--- src/rtl/motor_cmd_pkg.sv ---
// Shared types and register-layout constants for the motor command reader.
// Command words are polled from the SPI register file written by the Pi.
package motor_cmd_pkg;

  typedef enum logic [2:0] {
    StIdle,
    StRdCa,
    StRdMot,
    StRdCb,
    StApply
  } cmd_state_t;

  localparam int unsigned MOT_OFS  = 0;
  localparam int unsigned CTRL_OFS = 1;
  localparam int unsigned SEQ_LSB  = 8;
  localparam int unsigned SEQ_W    = 8;
  localparam int unsigned EN_BIT   = 0;
  localparam int unsigned DUTY_W   = 16;

  // One extra bit so that the most negative duty keeps its full magnitude.
  function automatic logic [DUTY_W:0] duty_abs(input logic [DUTY_W-1:0] duty);
    logic [DUTY_W:0] ext;
    ext = {duty[DUTY_W-1], duty};
    if (duty[DUTY_W-1]) begin
      return ~ext + (DUTY_W + 1)'(1);
    end
    return ext;
  endfunction

endpackage

--- src/rtl/pwm_gen.sv ---
// Single-channel PWM: free-running period counter, shadow magnitude/direction
// loaded only on the wrap cycle, and a counter-below-magnitude compare.
module pwm_gen #(
  parameter int unsigned Period = 2500,
  parameter int unsigned MagW   = $clog2(Period + 1)
) (
  input  logic            clk,
  input  logic            reset,
  input  logic [MagW-1:0] pend_mag,
  input  logic            pend_dir,
  output logic            pwm,
  output logic            dir
);

  localparam int unsigned CntW = (Period > 1) ? $clog2(Period) : 1;

  logic [CntW-1:0] cnt_q, cnt_d;
  logic [MagW-1:0] act_mag_q;
  logic            dir_q;
  logic            wrap;

  assign wrap = (cnt_q == CntW'(Period - 1));

  always_comb begin
    cnt_d = cnt_q + CntW'(1);
    if (wrap) begin
      cnt_d = '0;
    end
  end

  always_ff @(posedge clk or posedge reset) begin
    if (reset) begin
      cnt_q     <= '0;
      act_mag_q <= '0;
      dir_q     <= 1'b0;
    end else begin
      cnt_q <= cnt_d;
      // Duty changes only at the period boundary, so no runt pulses.
      if (wrap) begin
        act_mag_q <= pend_mag;
        dir_q     <= pend_dir;
      end
    end
  end

  assign pwm = (MagW'(cnt_q) < act_mag_q);
  assign dir = dir_q;

endmodule

--- src/rtl/motor_cmd_reader.sv ---
// Polls Pi-written motor commands (CTRL, MOT, CTRL), rejects torn reads and
// drives two signed PWM motors. Optional watchdog: define MOTOR_CMD_WDOG_EN.
module motor_cmd_reader
  import motor_cmd_pkg::*;
#(
  parameter int unsigned CMD_BASE    = 3,
  parameter int unsigned PWM_PERIOD  = 2500,
  parameter int unsigned POLL_DIV    = 500,
  parameter int unsigned WDOG_CYCLES = 5_000_000
) (
  input  logic        clk,
  input  logic        reset,
  output logic        rd_en,
  output logic [31:0] rd_addr,
  input  logic        rd_ack,
  input  logic [31:0] rd_data,
  output logic        pwm_l,
  output logic        pwm_r,
  output logic        dir_l,
  output logic        dir_r,
  output logic        enabled,
  output logic [7:0]  cmd_seq,
  output logic        timeout
);

  localparam int unsigned MagW  = $clog2(PWM_PERIOD + 1);
  localparam int unsigned PollW = (POLL_DIV > 1) ? $clog2(POLL_DIV) : 1;
  localparam int unsigned CtrlW = SEQ_W + 1;

  // Only seq and enable take part in the torn-read comparison.
  function automatic logic [CtrlW-1:0] ctrl_fields(input logic [31:0] w);
    return {w[SEQ_LSB +: SEQ_W], w[EN_BIT]};
  endfunction

  function automatic logic [MagW-1:0] sat_mag(input logic [DUTY_W:0] mag);
    if (32'(mag) >= PWM_PERIOD) begin
      return MagW'(PWM_PERIOD);
    end
    return MagW'(mag);
  endfunction

  cmd_state_t       state_q, state_d;
  logic [PollW-1:0] poll_q, poll_d;
  logic             gap_q;
  logic             take, commit, trip;
  logic [CtrlW-1:0] ctrl_a_q, ctrl_b;
  logic [31:0]      mot_q;
  logic [SEQ_W-1:0] seq_q;
  logic             en_q;
  logic [MagW-1:0]  pend_mag_l_q, pend_mag_r_q, mag_l, mag_r;
  logic             pend_dir_l_q, pend_dir_r_q;

  // gap_q keeps rd_en low for one cycle after every grant.
  always_comb begin
    state_d = state_q;
    poll_d  = poll_q;
    rd_en   = 1'b0;
    rd_addr = '0;
    unique case (state_q)
      StIdle: begin
        if (poll_q == PollW'(POLL_DIV - 1)) begin
          poll_d  = '0;
          state_d = StRdCa;
        end else begin
          poll_d = poll_q + PollW'(1);
        end
      end
      StRdCa: begin
        rd_en   = !gap_q;
        rd_addr = 32'(CMD_BASE + CTRL_OFS);
        if (!gap_q && rd_ack) state_d = StRdMot;
      end
      StRdMot: begin
        rd_en   = !gap_q;
        rd_addr = 32'(CMD_BASE + MOT_OFS);
        if (!gap_q && rd_ack) state_d = StRdCb;
      end
      StRdCb: begin
        rd_en   = !gap_q;
        rd_addr = 32'(CMD_BASE + CTRL_OFS);
        if (!gap_q && rd_ack) state_d = StApply;
      end
      StApply: state_d = StIdle;
      default: state_d = StIdle;
    endcase
  end

  always_ff @(posedge clk or posedge reset) begin
    if (reset) begin
      state_q <= StIdle;
      poll_q  <= '0;
    end else begin
      state_q <= state_d;
      poll_q  <= poll_d;
    end
  end

  assign take   = rd_en && rd_ack;
  assign ctrl_b = ctrl_fields(rd_data);
  assign commit = (state_q == StRdCb) && take && (ctrl_b == ctrl_a_q) &&
                  (ctrl_b[CtrlW-1:1] != seq_q);
  assign mag_l  = sat_mag(duty_abs(mot_q[2*DUTY_W-1 -: DUTY_W]));
  assign mag_r  = sat_mag(duty_abs(mot_q[DUTY_W-1:0]));

  always_ff @(posedge clk or posedge reset) begin
    if (reset) begin
      gap_q        <= 1'b0;
      ctrl_a_q     <= '0;
      mot_q        <= '0;
      seq_q        <= '0;
      en_q         <= 1'b0;
      pend_mag_l_q <= '0;
      pend_mag_r_q <= '0;
      pend_dir_l_q <= 1'b0;
      pend_dir_r_q <= 1'b0;
    end else begin
      gap_q <= take;
      if (state_q == StRdCa && take) ctrl_a_q <= ctrl_b;
      if (state_q == StRdMot && take) mot_q <= rd_data;
      if (commit) begin
        seq_q        <= ctrl_b[CtrlW-1:1];
        en_q         <= ctrl_b[0];
        pend_mag_l_q <= ctrl_b[0] ? mag_l : '0;
        pend_mag_r_q <= ctrl_b[0] ? mag_r : '0;
        pend_dir_l_q <= mot_q[2*DUTY_W-1];
        pend_dir_r_q <= mot_q[DUTY_W-1];
      end else if (trip) begin
        pend_mag_l_q <= '0;
        pend_mag_r_q <= '0;
      end
    end
  end

`ifdef MOTOR_CMD_WDOG_EN
  localparam int unsigned WdW = $clog2(WDOG_CYCLES + 1);

  logic [WdW-1:0] wdog_q;
  logic           timeout_q;

  // A commit in the expiry cycle wins, so trip is masked by commit.
  assign trip = !commit && !timeout_q && (wdog_q == WdW'(WDOG_CYCLES - 1));

  always_ff @(posedge clk or posedge reset) begin
    if (reset) begin
      wdog_q    <= '0;
      timeout_q <= 1'b0;
    end else if (commit) begin
      wdog_q    <= '0;
      timeout_q <= 1'b0;
    end else if (!timeout_q) begin
      wdog_q <= wdog_q + WdW'(1);
      if (trip) timeout_q <= 1'b1;
    end
  end

  assign timeout = timeout_q;
`else
  logic unused_wdog_cfg;
  assign unused_wdog_cfg = ^32'(WDOG_CYCLES);
  assign trip            = 1'b0;
  assign timeout         = 1'b0;
`endif

  pwm_gen #(
    .Period (PWM_PERIOD),
    .MagW   (MagW)
  ) u_pwm_l (
    .clk      (clk),
    .reset    (reset),
    .pend_mag (pend_mag_l_q),
    .pend_dir (pend_dir_l_q),
    .pwm      (pwm_l),
    .dir      (dir_l)
  );

  pwm_gen #(
    .Period (PWM_PERIOD),
    .MagW   (MagW)
  ) u_pwm_r (
    .clk      (clk),
    .reset    (reset),
    .pend_mag (pend_mag_r_q),
    .pend_dir (pend_dir_r_q),
    .pwm      (pwm_r),
    .dir      (dir_r)
  );

  assign enabled = en_q;
  assign cmd_seq = seq_q;

endmodule

--- config.mk ---
export PLATFORM = sky130hd
export DESIGN_NAME = motor_cmd_reader
export DESIGN_NICKNAME = d
export VERILOG_FILES = /design/src/rtl/motor_cmd_pkg.sv /design/src/rtl/pwm_gen.sv /design/src/rtl/motor_cmd_reader.sv
export SDC_FILE = /design/constraint.sdc
export NUM_CORES = 1
export LEC_CHECK = 0
export ABC_AREA = 1
export CAP_MARGIN = 20
export CORE_MARGIN = 2
export CORE_UTILIZATION = 50
export CTS_BUF_LIST = sky130_fd_sc_hd__clkbuf_8
export DETAILED_ROUTE_END_ITERATION = 8
export PLACE_DENSITY = 0.72
export SKIP_LAST_GASP = 1
export SLEW_MARGIN = 20
export SYNTH_ARGS = -nofsm -noshare
export SYNTH_HDL_FRONTEND = slang
export SYNTH_SLANG_ARGS = --single-unit
--- constraint.sdc ---
create_clock -name clk -period 7.79 [get_ports clk]
set_input_delay 1.558 -clock clk [delete_from_list [all_inputs] [get_ports clk]]
set_output_delay 1.558 -clock clk [all_outputs]
set_load 0.02 [all_outputs]
Yosys cells after proc, flatten, opt, wreduce, memory -nomap -nowiden --
Cells that the tools add are included.
Word-level totals: register bits 139, bits of input ports 35, output and inout bits 47
Operators by class: add/sub/neg operators 5, magnitude comparators 4, equal/unequal tests 12, multiplexer cells 24, bitwise gates (word level) 2, reductions and logical operators 12
Operators by type and width (number):
- $mux W12 | 8
- $mux W17 | 4
- $add A17 B1 Y17 const B | 2
- $ge A17 B12 Y1 const B | 2
- $not A17 Y17 | 2
- $add A12 B1 Y12 const B | 2
- $eq A12 B12 Y1 const B | 2
- $lt A12 B12 Y1 | 2
- $mux W3 | 4
- $pmux W3 S4 | 1
- $add A9 B1 Y9 const B | 1
- $eq A9 B9 Y1 | 1
- $eq A9 B9 Y1 const B | 1
- $mux W9 | 1
- $ne A2 B2 Y1 const B | 4
- $ne A8 B8 Y1 | 1
- $logic_and A1 B1 Y1 | 7
- $eq A3 B2 Y1 const B | 2
- $pmux W3 S2 | 1
- $mux W1 | 5
- $reduce_and A4 Y1 | 1
- $eq A3 B1 Y1 const B | 1
- $logic_not A3 Y1 | 1
- $reduce_or A3 Y1 | 1
- other kinds (2) | 2

Logic depth before layout (Yosys ltp) --
Gate-level depths: netlist (run 1).
word-level depth 8, gate-level depth with buffers 15, depth with buffers taken out 15

Hierarchy --
A second synthesis (run 1) with hierarchy kept.
Second synthesis, totals: cell total of the unflattened synthesis 1049, area total of the unflattened synthesis 7852.5 um2
Modules (own cells, without submodules):
- motor_cmd_reader | instances 1, cells an instance 675, area each 5014.8 um2, seq. area each 2227.1 um2
- pwm_gen | instances 2, cells an instance 187, area each 1418.9 um2, seq. area each 625.6 um2

Worst setup path before layout (run 1) --
Ideal clock, no wire load.
path kind register -> output, start point register u_pwm_l.cnt_q[1], end point output pwm_l, data arrival time 1.484 ns, data required time 6.232 ns, path slack 4.748 ns, stages on the path, launching flop included 8, cell sequence dfrtp_1 -> ha_1 -> o21a_1 -> o211ai_1 -> nand2_1 -> a21oi_1 -> o21ai_0 -> a31oi_1
On the way: cells in the longest elaborated chain, start to end 1
Ends and longest elaborated chain:
- from (decl) | line pwm_gen.sv:17 | logic [CntW-1:0] cnt_q, cnt_d;
- from (signal assigned) | line pwm_gen.sv:37 | cnt_q <= cnt_d;
- $lt A12 B12 Y1 | line pwm_gen.sv:46 | assign pwm = (MagW'(cnt_q) < act_mag_q);
- to (decl) | line motor_cmd_reader.sv:17 | output logic pwm_l,
Every way passes these cells.

Worst setup path in the final report (run 1) --
Ends and elaborated chain as after synthesis.

==> impl_metrics.json, run 1 <==
{
  "synth_area_sq_mm": 0.00775,
  "path_clk_slew_ns": 0.07,
  "crit_chain": "ha_1, o21a_1, o211ai_1, nand2_1, a21oi_1, o21ai_0, a31oi_1, clkdlybuf4s50_1",
  "r2r_setup_slack_ns": 5.53,
  "p_comb_frac": 0.324,
  "synth_cell_types": 38,
  "rsz0062_at_grt": "false",
  "drc": 0,
  "maxCapViolCount": 0,
  "setup_tns_ns": 0,
  "cpPeakStageDelay_ns": 0.63,
  "ys_warn_count": 0,
  "met1_usage": 0.279,
  "cts-hold-fix-buffers": 0,
  "antenna_cells": 0,
  "fin_crit_sh": 0.521,
  "slowest_stage": "clkdlybuf4s50_1",
  "dp.final_hpwl_microns": 11300,
  "period_minus_slack_ns": 4.06,
  "grt-ovfl-total": 0,
  "syn_area_per_cell_sq_um": 7.61,
  "drtIter0Drc": 370,
  "io_buffers": 51,
  "ff2ff_path_depth": 14,
  "p_per_area_mw_per_mm2": 283,
  "crit_arrival_ns": 2.50,
  "final_layout_size_suffix_gt1_frac": 0.0537,
  "ios": 82,
  "final_area_sq_mm": 0.00879,
  "tritoncts": "built",
  "gp_congestion": 0.915,
  "final_common_cell": "nand2_1",
  "synthCells": 1019,
  "instances_no_fill": 1268,
  "clock_latency_ns": 0.45,
  "p_int_mw": 1.56,
  "top_usage_layer": "met2",
  "holdPathStages": 2,
  "setup_viol": 0,
  "leakagePower_nw": 4.41,
  "floorplan.die.width_microns": 129,
  "start_kind": "register",
  "maxSlewHeadroom": 0.471,
  "grt_pass1_wl_microns": 26600,
  "grtUsageMet3": 0.0499,
  "wl_per_cell_microns": 12.0,
  "numCtsBuffers": 17,
  "row_count": 45,
  "power.share.switching": 0.374,
  "core_area_sq_mm": 0.0152,
  "fin_util": 0.578,
  "cts_max_level": 4,
  "post_dp_cell_area_sq_mm": 0.00829,
  "via_per_inst": 4.87,
  "cts_setup_buffers": 0,
  "cts_sinks": 139,
  "grt_pass1_vias": 5690,
  "postRouteAntennaNets": 0,
  "grt_max_degree": 83,
  "cp_max_fo": 3,
  "required_ns": 6.23,
  "grtUsageMet2": 0.314,
  "final_max_slew_viol_count": 0,
  "skew_ns": 0.00971,
  "ys_ff_latch": 139,
  "dp_cells": 1236,
  "drt_pass1_iterations": 5,
  "finalNetCount": 1129,
  "fillers": 1431,
  "yosysSeqAreaShare": 0.449,
  "clockPowerShare": 0.285,
  "clock-root-buffer": "clkbuf_8",
  "start_util": 0.510,
  "p_sw_mw": 0.931,
  "final_cell_mix": "nand2_1, dfrtp_1, inv_1, nor2_1, o21ai_0",
  "track_usage": 0.201,
  "total_power_mw": 2.49,
  "vias": 6180,
  "synthToLayoutAreaGrowth_pct": 13.5,
  "antenna_found_initial": 0,
  "power_frac_seq": 0.391,
  "status": "complete, no violations",
  "dp_slack_ns": 4.09,
  "cts_buffer_depth": 2,
  "die-area_sq_mm": 0.0165,
  "hp-class": "register to register",
  "worstMarginPinSlew_ns": 0.793,
  "holdWs_ns": 0.476,
  "die_h_microns": 129,
  "critical_path_class": "register to output port",
  "finalHoldViolations": 0,
  "cts_resized": 0,
  "ir_worst_vdd_v": 0.000152,
  "drt-total-wl_microns": 15300,
  "max_freq_mhz": 246,
  "fin_ws_ns": 3.73,
  "worstSetupEndpointType": "output port"
}
==> flip-flops by register name, summed over array words and instances (netlist names) <==
signal / flops
gap_q: 1
enabled: 1
poll_q: 9
ctrl_a_q: 9
pend_mag_r_q: 12
pend_dir_r_q: 1
cmd_seq: 8
u_pwm_r.cnt_q: 12
mot_q: 32
u_pwm_l.act_mag_q: 12
pend_dir_l_q: 1
pend_mag_l_q: 12
u_pwm_r.dir: 1
u_pwm_l.cnt_q: 12
state_q: 3
u_pwm_l.dir: 1
u_pwm_r.act_mag_q: 12
==> power by group through the flow <==
stage	Sequential [mW]	Clock, mW	Combinational, mW
2_1_floorplan	0.935	0	0.671
3_3_place_gp	0.985	0	0.798
3_5_place_dp	0.987	0	0.808
4_1_cts	0.973	0.725	0.811
5_1_grt	0.993	0.756	0.945
6_report	0.974	0.709	0.807
==> layer usage <==
| layer | share of wire | up-vias |
|---|---|---|
| met5 | 0 | - |
| met4 | 0.017 | 0 |
| met3 | 0.033 | 21 |
| met2 | 0.45 | 108 |
| met1 | 0.50 | 2752 |
| li1 | - | 3299 |
==> area by class of cell <==
type                       count  area [sq um]  area share
multi-input combinational    720          3540       0.403
clock inverter                12           219      0.0249
sequential                   139          3480       0.396
tap                          188           235      0.0268
clock buffer                  20           275      0.0313
inverter                     136           515      0.0586
timing repair buffer          53           526      0.0598
==> cell usage after synthesis, drive strengths merged <==
library cell	n	area share
conb	1	0.00048
nand2	274	0.13
nand3	51	0.034
dfrtp	139	0.45
nor4	11	0.0097
o22ai	2	0.0016
nor2b	1	0.00081
xnor2	4	0.0045
o211ai	2	0.0019
or2	2	0.0016
a41oi	1	0.0011
a31oi	5	0.0040
nor3b	7	0.0068
and3	2	0.0016
buf	39	0.036
o21ai	87	0.056
a21o	3	0.0029
a311oi	1	0.0011
inv	135	0.065
a21oi	47	0.030
clkinv	1	0.00048
xor2	18	0.020
nor3	14	0.0090
a22o	1	0.0011
ha	27	0.044
nand4	14	0.011
nor2	110	0.059
o21a	3	0.0029
nand3b	3	0.0029
clkbuf	14	0.0068
==> final timing paths <==
check / startpoint / end
min reg2reg: pend_mag_r_q[5] / u_pwm_r.act_mag_q[5]
max reg2reg: mot_q[0] / pend_mag_r_q[3]
min: pend_mag_r_q[5] / u_pwm_r.act_mag_q[5]
min in group asynchronous: reset / u_pwm_r.cnt_q[9]
max in group asynchronous: reset / cmd_seq[6]
max: u_pwm_l.cnt_q[1] / pwm_l
==> cells by family (layout without fill, tap and decap cells) <==
group / after synthesis / count (layout) / share of synthesized area
buf+inv: 189 / 221 / 0.109
other cells: 1 / 30 / 0.000484
flops: 139 / 139 / 0.449
fa+ha+maj: 27 / 27 / 0.0436
xor+xnor: 22 / 22 / 0.0249
compound gates: 152 / 152 / 0.103
simple gates: 489 / 489 / 0.270
==> worst max-delay path: cells and delay by family, from the launching register on <==
family / cells / cell delay, ns
and+or+nand+nor: 1 / 0.07
adders and majority gates: 1 / 0.28
DFF: 1 / 0.40
buffers and inverters: 1 / 0.63
AOI/OAI and AO/OA: 5 / 0.67
Note: power is estimated with default switching activity, not from simulation.
==> inputs of run 2 (changes only) <==
==> constraint.sdc (replaced) <==
create_clock -name clk -period 3.95 [get_ports clk]
set_input_delay 0.79 -clock clk [delete_from_list [all_inputs] [get_ports clk]]
set_output_delay 0.79 -clock clk [all_outputs]
set_load 0.02 [all_outputs]
==> impl_metrics.json, run 2 (same netlist as run 1, synthesis figures left out) <==
{
  "status": "complete, no violations",
  "p_sw_mw": 1.88,
  "fin_util": 0.574,
  "ios": 82,
  "postRouteAntennaNets": 0,
  "cts_buffer_depth": 2,
  "total_power_mw": 4.72,
  "gp_congestion": 0.902,
  "floorplan.die.width_microns": 129,
  "cts_setup_buffers": 0,
  "worstMarginPinSlew_ns": 0.847,
  "maxSlewHeadroom": 0.435,
  "final_max_slew_viol_count": 0,
  "final_common_cell": "nand2_1",
  "synthToLayoutAreaGrowth_pct": 12.6,
  "critical_path_class": "register to output port",
  "vias": 6194,
  "path_clk_slew_ns": 0.08,
  "p_comb_frac": 0.340,
  "clock_latency_ns": 0.45,
  "wl_per_cell_microns": 12.2,
  "slowest_stage": "clkdlybuf4s50_1",
  "leakagePower_nw": 4.35,
  "io_buffers": 51,
  "grt-ovfl-total": 0,
  "tritoncts": "built",
  "drt-total-wl_microns": 15500,
  "drt_pass1_iterations": 5,
  "antenna_found_initial": 0,
  "final_area_sq_mm": 0.00873,
  "cpPeakStageDelay_ns": 0.64,
  "dp_cells": 1240,
  "skew_ns": 0.0120,
  "via_per_inst": 4.87,
  "top_register": "mot_q",
  "start_util": 0.510,
  "dp.final_hpwl_microns": 11600,
  "power_frac_seq": 0.408,
  "final_cell_mix": "nand2_1, dfrtp_1, inv_1, nor2_1, o21ai_0",
  "cts_resized": 0,
  "rsz0062_at_grt": "false",
  "hp-class": "register to register",
  "die_h_microns": 129,
  "antenna_cells": 0,
  "grt_pass1_vias": 5922,
  "start_kind": "register",
  "cts_max_level": 4,
  "post_dp_cell_area_sq_mm": 0.00832,
  "fin_ws_ns": 0.621,
  "finalHoldViolations": 0,
  "power.share.switching": 0.399,
  "crit_chain": "ha_1, o21a_1, o211ai_1, nand2_1, a21oi_1, o21ai_0, a31oi_1, clkdlybuf4s50_1",
  "maxCapViolCount": 0,
  "p_per_area_mw_per_mm2": 541,
  "drc": 0,
  "critPathBufInv": 1,
  "holdWs_ns": 0.484,
  "period_minus_slack_ns": 3.33,
  "largest_reg_flops": 32,
  "drtIter0Drc": 440,
  "grt_max_degree": 65,
  "clock-root-buffer": "clkbuf_8",
  "dp_slack_ns": 0.955,
  "worstSetupEndpointType": "output port",
  "max_freq_mhz": 300,
  "setup_tns_ns": 0,
  "crit_arrival_ns": 2.54,
  "required_ns": 3.16,
  "grt_pass1_wl_microns": 27400,
  "row_count": 45,
  "final_layout_size_suffix_gt1_frac": 0.0572,
  "cts-hold-fix-buffers": 0,
  "finalNetCount": 1133,
  "p_int_mw": 2.84,
  "clockPowerShare": 0.252,
  "die-area_sq_mm": 0.0165,
  "setup_viol": 0,
  "numCtsBuffers": 17,
  "cp_max_fo": 3,
  "instances_no_fill": 1271,
  "fin_crit_sh": 0.843,
  "ir_worst_vdd_v": 0.000325,
  "crit_family": "compound AO/OA/AOI/OAI gates",
  "core_area_sq_mm": 0.0152,
  "cts_sinks": 139,
  "track_usage": 0.207
}
[run 2: changes by cell type in the layout (fill, tap and decap cells not counted)]
| cell | previous run | this run |
|---|---|---|
| nand2_4 | 1 | 0 |
| inv_6 | 1 | 2 |
| bufinv_16 | 6 | 3 |
| buf_4 | 2 | 6 |
| nand2_2 | 2 | 3 |
| inv_1 | 129 | 128 |
| clkinvlp_4 | 0 | 5 |
| clkbuf_8 | 20 | 17 |
[run 2: routing by layer]
| layer | track usage | up-vias | wire length, microns |
|---|---|---|---|
| met3 | 0.0524 | 15 | 478 |
| met4 | 0.0671 | 0 | 259 |
| met5 | 0 | - | 0 |
| met2 | 0.328 | 95 | 7100 |
| li1 | - | 3299 | - |
| met1 | 0.280 | 2785 | 7630 |
[run 2: cell type report]
cell class / count / area, sq um
Fill cell: 1425 / 6470
Multi-Input combinational cell: 720 / 3540
Sequential cell: 139 / 3480
Timing Repair Buffer: 57 / 556
Inverter: 136 / 514
Tap cell: 188 / 235
Clock buffer: 17 / 234
Clock inverter: 14 / 173
[run 2: final timing paths]
| kind | slack, ns | start | endpoint | depth (start not counted) |
|---|---|---|---|---|
| max | 0.62 | u_pwm_l.cnt_q[1] | pwm_l | 8 |
| min in group asynchronous | 0.75 | reset | poll_q[1] | 2 |
| max reg2reg | 1.68 | mot_q[0] | pend_mag_r_q[0] | 12 |
| min | 0.48 | pend_mag_r_q[6] | pend_mag_r_q[6] | 2 |
| max in group asynchronous | 2.14 | reset | mot_q[1] | 4 |
| min reg2reg | 0.48 | pend_mag_r_q[6] | pend_mag_r_q[6] | 2 |
[run 2: tightest hold or removal path, cell delays in order, from the launching register on]
cell	delay, ns
dfrtp_1	0.35
nand2_1	0.06
nand2_1	0.05
[run 2: power groups by stage]
stage | registers, mW | clock network [mW] | logic [mW]
floorplan | 1.84 | 0 | 1.32
global placement | 1.95 | 0 | 1.58
global route | 1.97 | 1.29 | 1.87
CTS | 1.92 | 1.22 | 1.61
finish | 1.93 | 1.19 | 1.60
detailed placement | 1.95 | 0 | 1.60
==> inputs of run 3 (changes only) <==
--- a/config.mk
+++ b/config.mk
@@ -11,7 +11,7 @@
 export CORE_UTILIZATION = 50
 export CTS_BUF_LIST = sky130_fd_sc_hd__clkbuf_8
 export DETAILED_ROUTE_END_ITERATION = 8
-export PLACE_DENSITY = 0.72
+export PLACE_DENSITY = 0.75
 export SKIP_LAST_GASP = 1
 export SLEW_MARGIN = 20
 export SYNTH_ARGS = -nofsm -noshare
==> constraint.sdc (replaced) <==
create_clock -name clk -period 2.9 [get_ports clk]
set_input_delay 0.58 -clock clk [delete_from_list [all_inputs] [get_ports clk]]
set_output_delay 0.58 -clock clk [all_outputs]
set_load 0.02 [all_outputs]
==> impl_metrics.json, run 3 (same netlist as run 1, synthesis figures left out) <==
{
  "path_clk_slew_ns": 0.07,
  "setup_viol": 0,
  "cts_setup_buffers": 0,
  "setup_tns_ns": 0,
  "cts_max_level": 4,
  "skew_ns": 0.00975,
  "wl_per_cell_microns": 12.0,
  "finalNetCount": 1133,
  "cp_max_fo": 3,
  "die_h_microns": 129,
  "worstSetupEndpointType": "output port",
  "fin_crit_sh": 0.906,
  "final_max_slew_viol_count": 0,
  "die-area_sq_mm": 0.0165,
  "antenna_cells": 0,
  "worstMarginPinSlew_ns": 0.674,
  "io_buffers": 51,
  "dp.final_hpwl_microns": 11300,
  "period_minus_slack_ns": 2.63,
  "cts_sinks": 139,
  "hp-class": "register to register",
  "grt_max_degree": 98,
  "maxCapViolCount": 0,
  "crit_arrival_ns": 2.05,
  "max_freq_mhz": 381,
  "slowest_stage": "dfrtp_1",
  "total_power_mw": 6.55,
  "drt-total-wl_microns": 15300,
  "dp_slack_ns": 0.284,
  "postRouteAntennaNets": 0,
  "finalHoldViolations": 0,
  "start_util": 0.510,
  "top_register": "mot_q",
  "grt-ovfl-total": 0,
  "grt_pass1_wl_microns": 26800,
  "floorplan.die.width_microns": 129,
  "ios": 82,
  "clock-root-buffer": "clkbuf_8",
  "maxSlewHeadroom": 0.551,
  "core_area_sq_mm": 0.0152,
  "start_kind": "register",
  "crit_chain": "ha_1, o21a_1, o211ai_1, nand2_1, a21oi_1, o21ai_0, a31oi_1, clkbuf_2",
  "ff2ff_path_depth": 12,
  "tritoncts": "built",
  "drt_pass1_iterations": 5,
  "via_per_inst": 4.99,
  "cpPeakStageDelay_ns": 0.40,
  "required_ns": 2.32,
  "critical_path_class": "register to output port",
  "drtIter0Drc": 400,
  "status": "complete, no violations",
  "leakagePower_nw": 4.39,
  "largest_reg_flops": 32,
  "holdWs_ns": 0.469,
  "drc": 0,
  "clock_latency_ns": 0.44,
  "rsz0062_at_grt": "false",
  "final_common_cell": "nand2_1",
  "gp_congestion": 0.868,
  "track_usage": 0.200,
  "final_layout_size_suffix_gt1_frac": 0.0600,
  "vias": 6348,
  "final_cell_mix": "nand2_1, dfrtp_1, inv_1, nor2_1, o21ai_0",
  "antenna_found_initial": 0,
  "p_per_area_mw_per_mm2": 746,
  "cts_buffer_depth": 2,
  "holdPathStages": 2,
  "row_count": 45,
  "synthToLayoutAreaGrowth_pct": 13.3,
  "grt_pass1_vias": 5868,
  "ir_worst_vdd_v": 0.000463,
  "numCtsBuffers": 17,
  "fin_ws_ns": 0.274
}
==> run 3: path summary, 6_finish.rpt <==
path / from / end / slack [ns]
setup / recovery: u_pwm_r.cnt_q[1] / pwm_r / 0.27
hold / removal: pend_dir_l_q / u_pwm_l.dir / 0.47
setup reg to reg: mot_q[0] / pend_mag_r_q[5] / 0.63
hold reg to reg: pend_dir_l_q / u_pwm_l.dir / 0.47
max in group asynchronous: reset / mot_q[19] / 1.82
min in group asynchronous: reset / u_pwm_l.cnt_q[10] / 0.57
==> run 3: what timing repair did <==
| action | CTS | global route |
|---|---|---|
| hold buffers | 0 | 0 |
| gates resized for setup | 2 | 6 |
| endpoints found under the setup margin | 2 | 2 |
==> run 3: final cells by class <==
type                            count  area [sq um]
Fill cell                        1387          6420
Multi-Input combinational cell    720          3540
Sequential cell                   139          3480
Timing Repair Buffer               57           571
Inverter                          136           514
Clock buffer                       20           275
Tap cell                          188           235
Clock inverter                     12           170
==> run 3: power breakdown <==
group	leakage [nW]	switching, mW	internal [mW]
sequential	1.80	0.358	2.26
combinational	2.37	1.44	0.762
clock	0.222	0.727	0.999
==> run 3: worst max-delay path, delay by kind of cell, from the launching register on <==
kind / cells / cell delay (ns)
compound gates: 5 / 0.64
flops: 1 / 0.40
buf+inv: 1 / 0.21
simple gates: 1 / 0.08
fa+ha+maj: 1 / 0.28
==> run 3: metal layers <==
metal	GRT usage	part of all wire	wire length [microns]	up-vias
met3	0.0462	0.031	469	17
met5	0	0	0	-
li1	-	-	-	3306
met2	0.320	0.46	7110	112
met4	0.0582	0.017	253	0
met1	0.274	0.49	7470	2913
==> run 3: stage by stage <==
step	std cells	area [sq um]	util
final	1272	8780	0.578
after global routing	1272	8780	0.578
after CTS	1272	8790	0.578
after detailed placement	1240	8350	0.549
after global placement	1240	8350	0.549
after floorplan	1048	7860	-
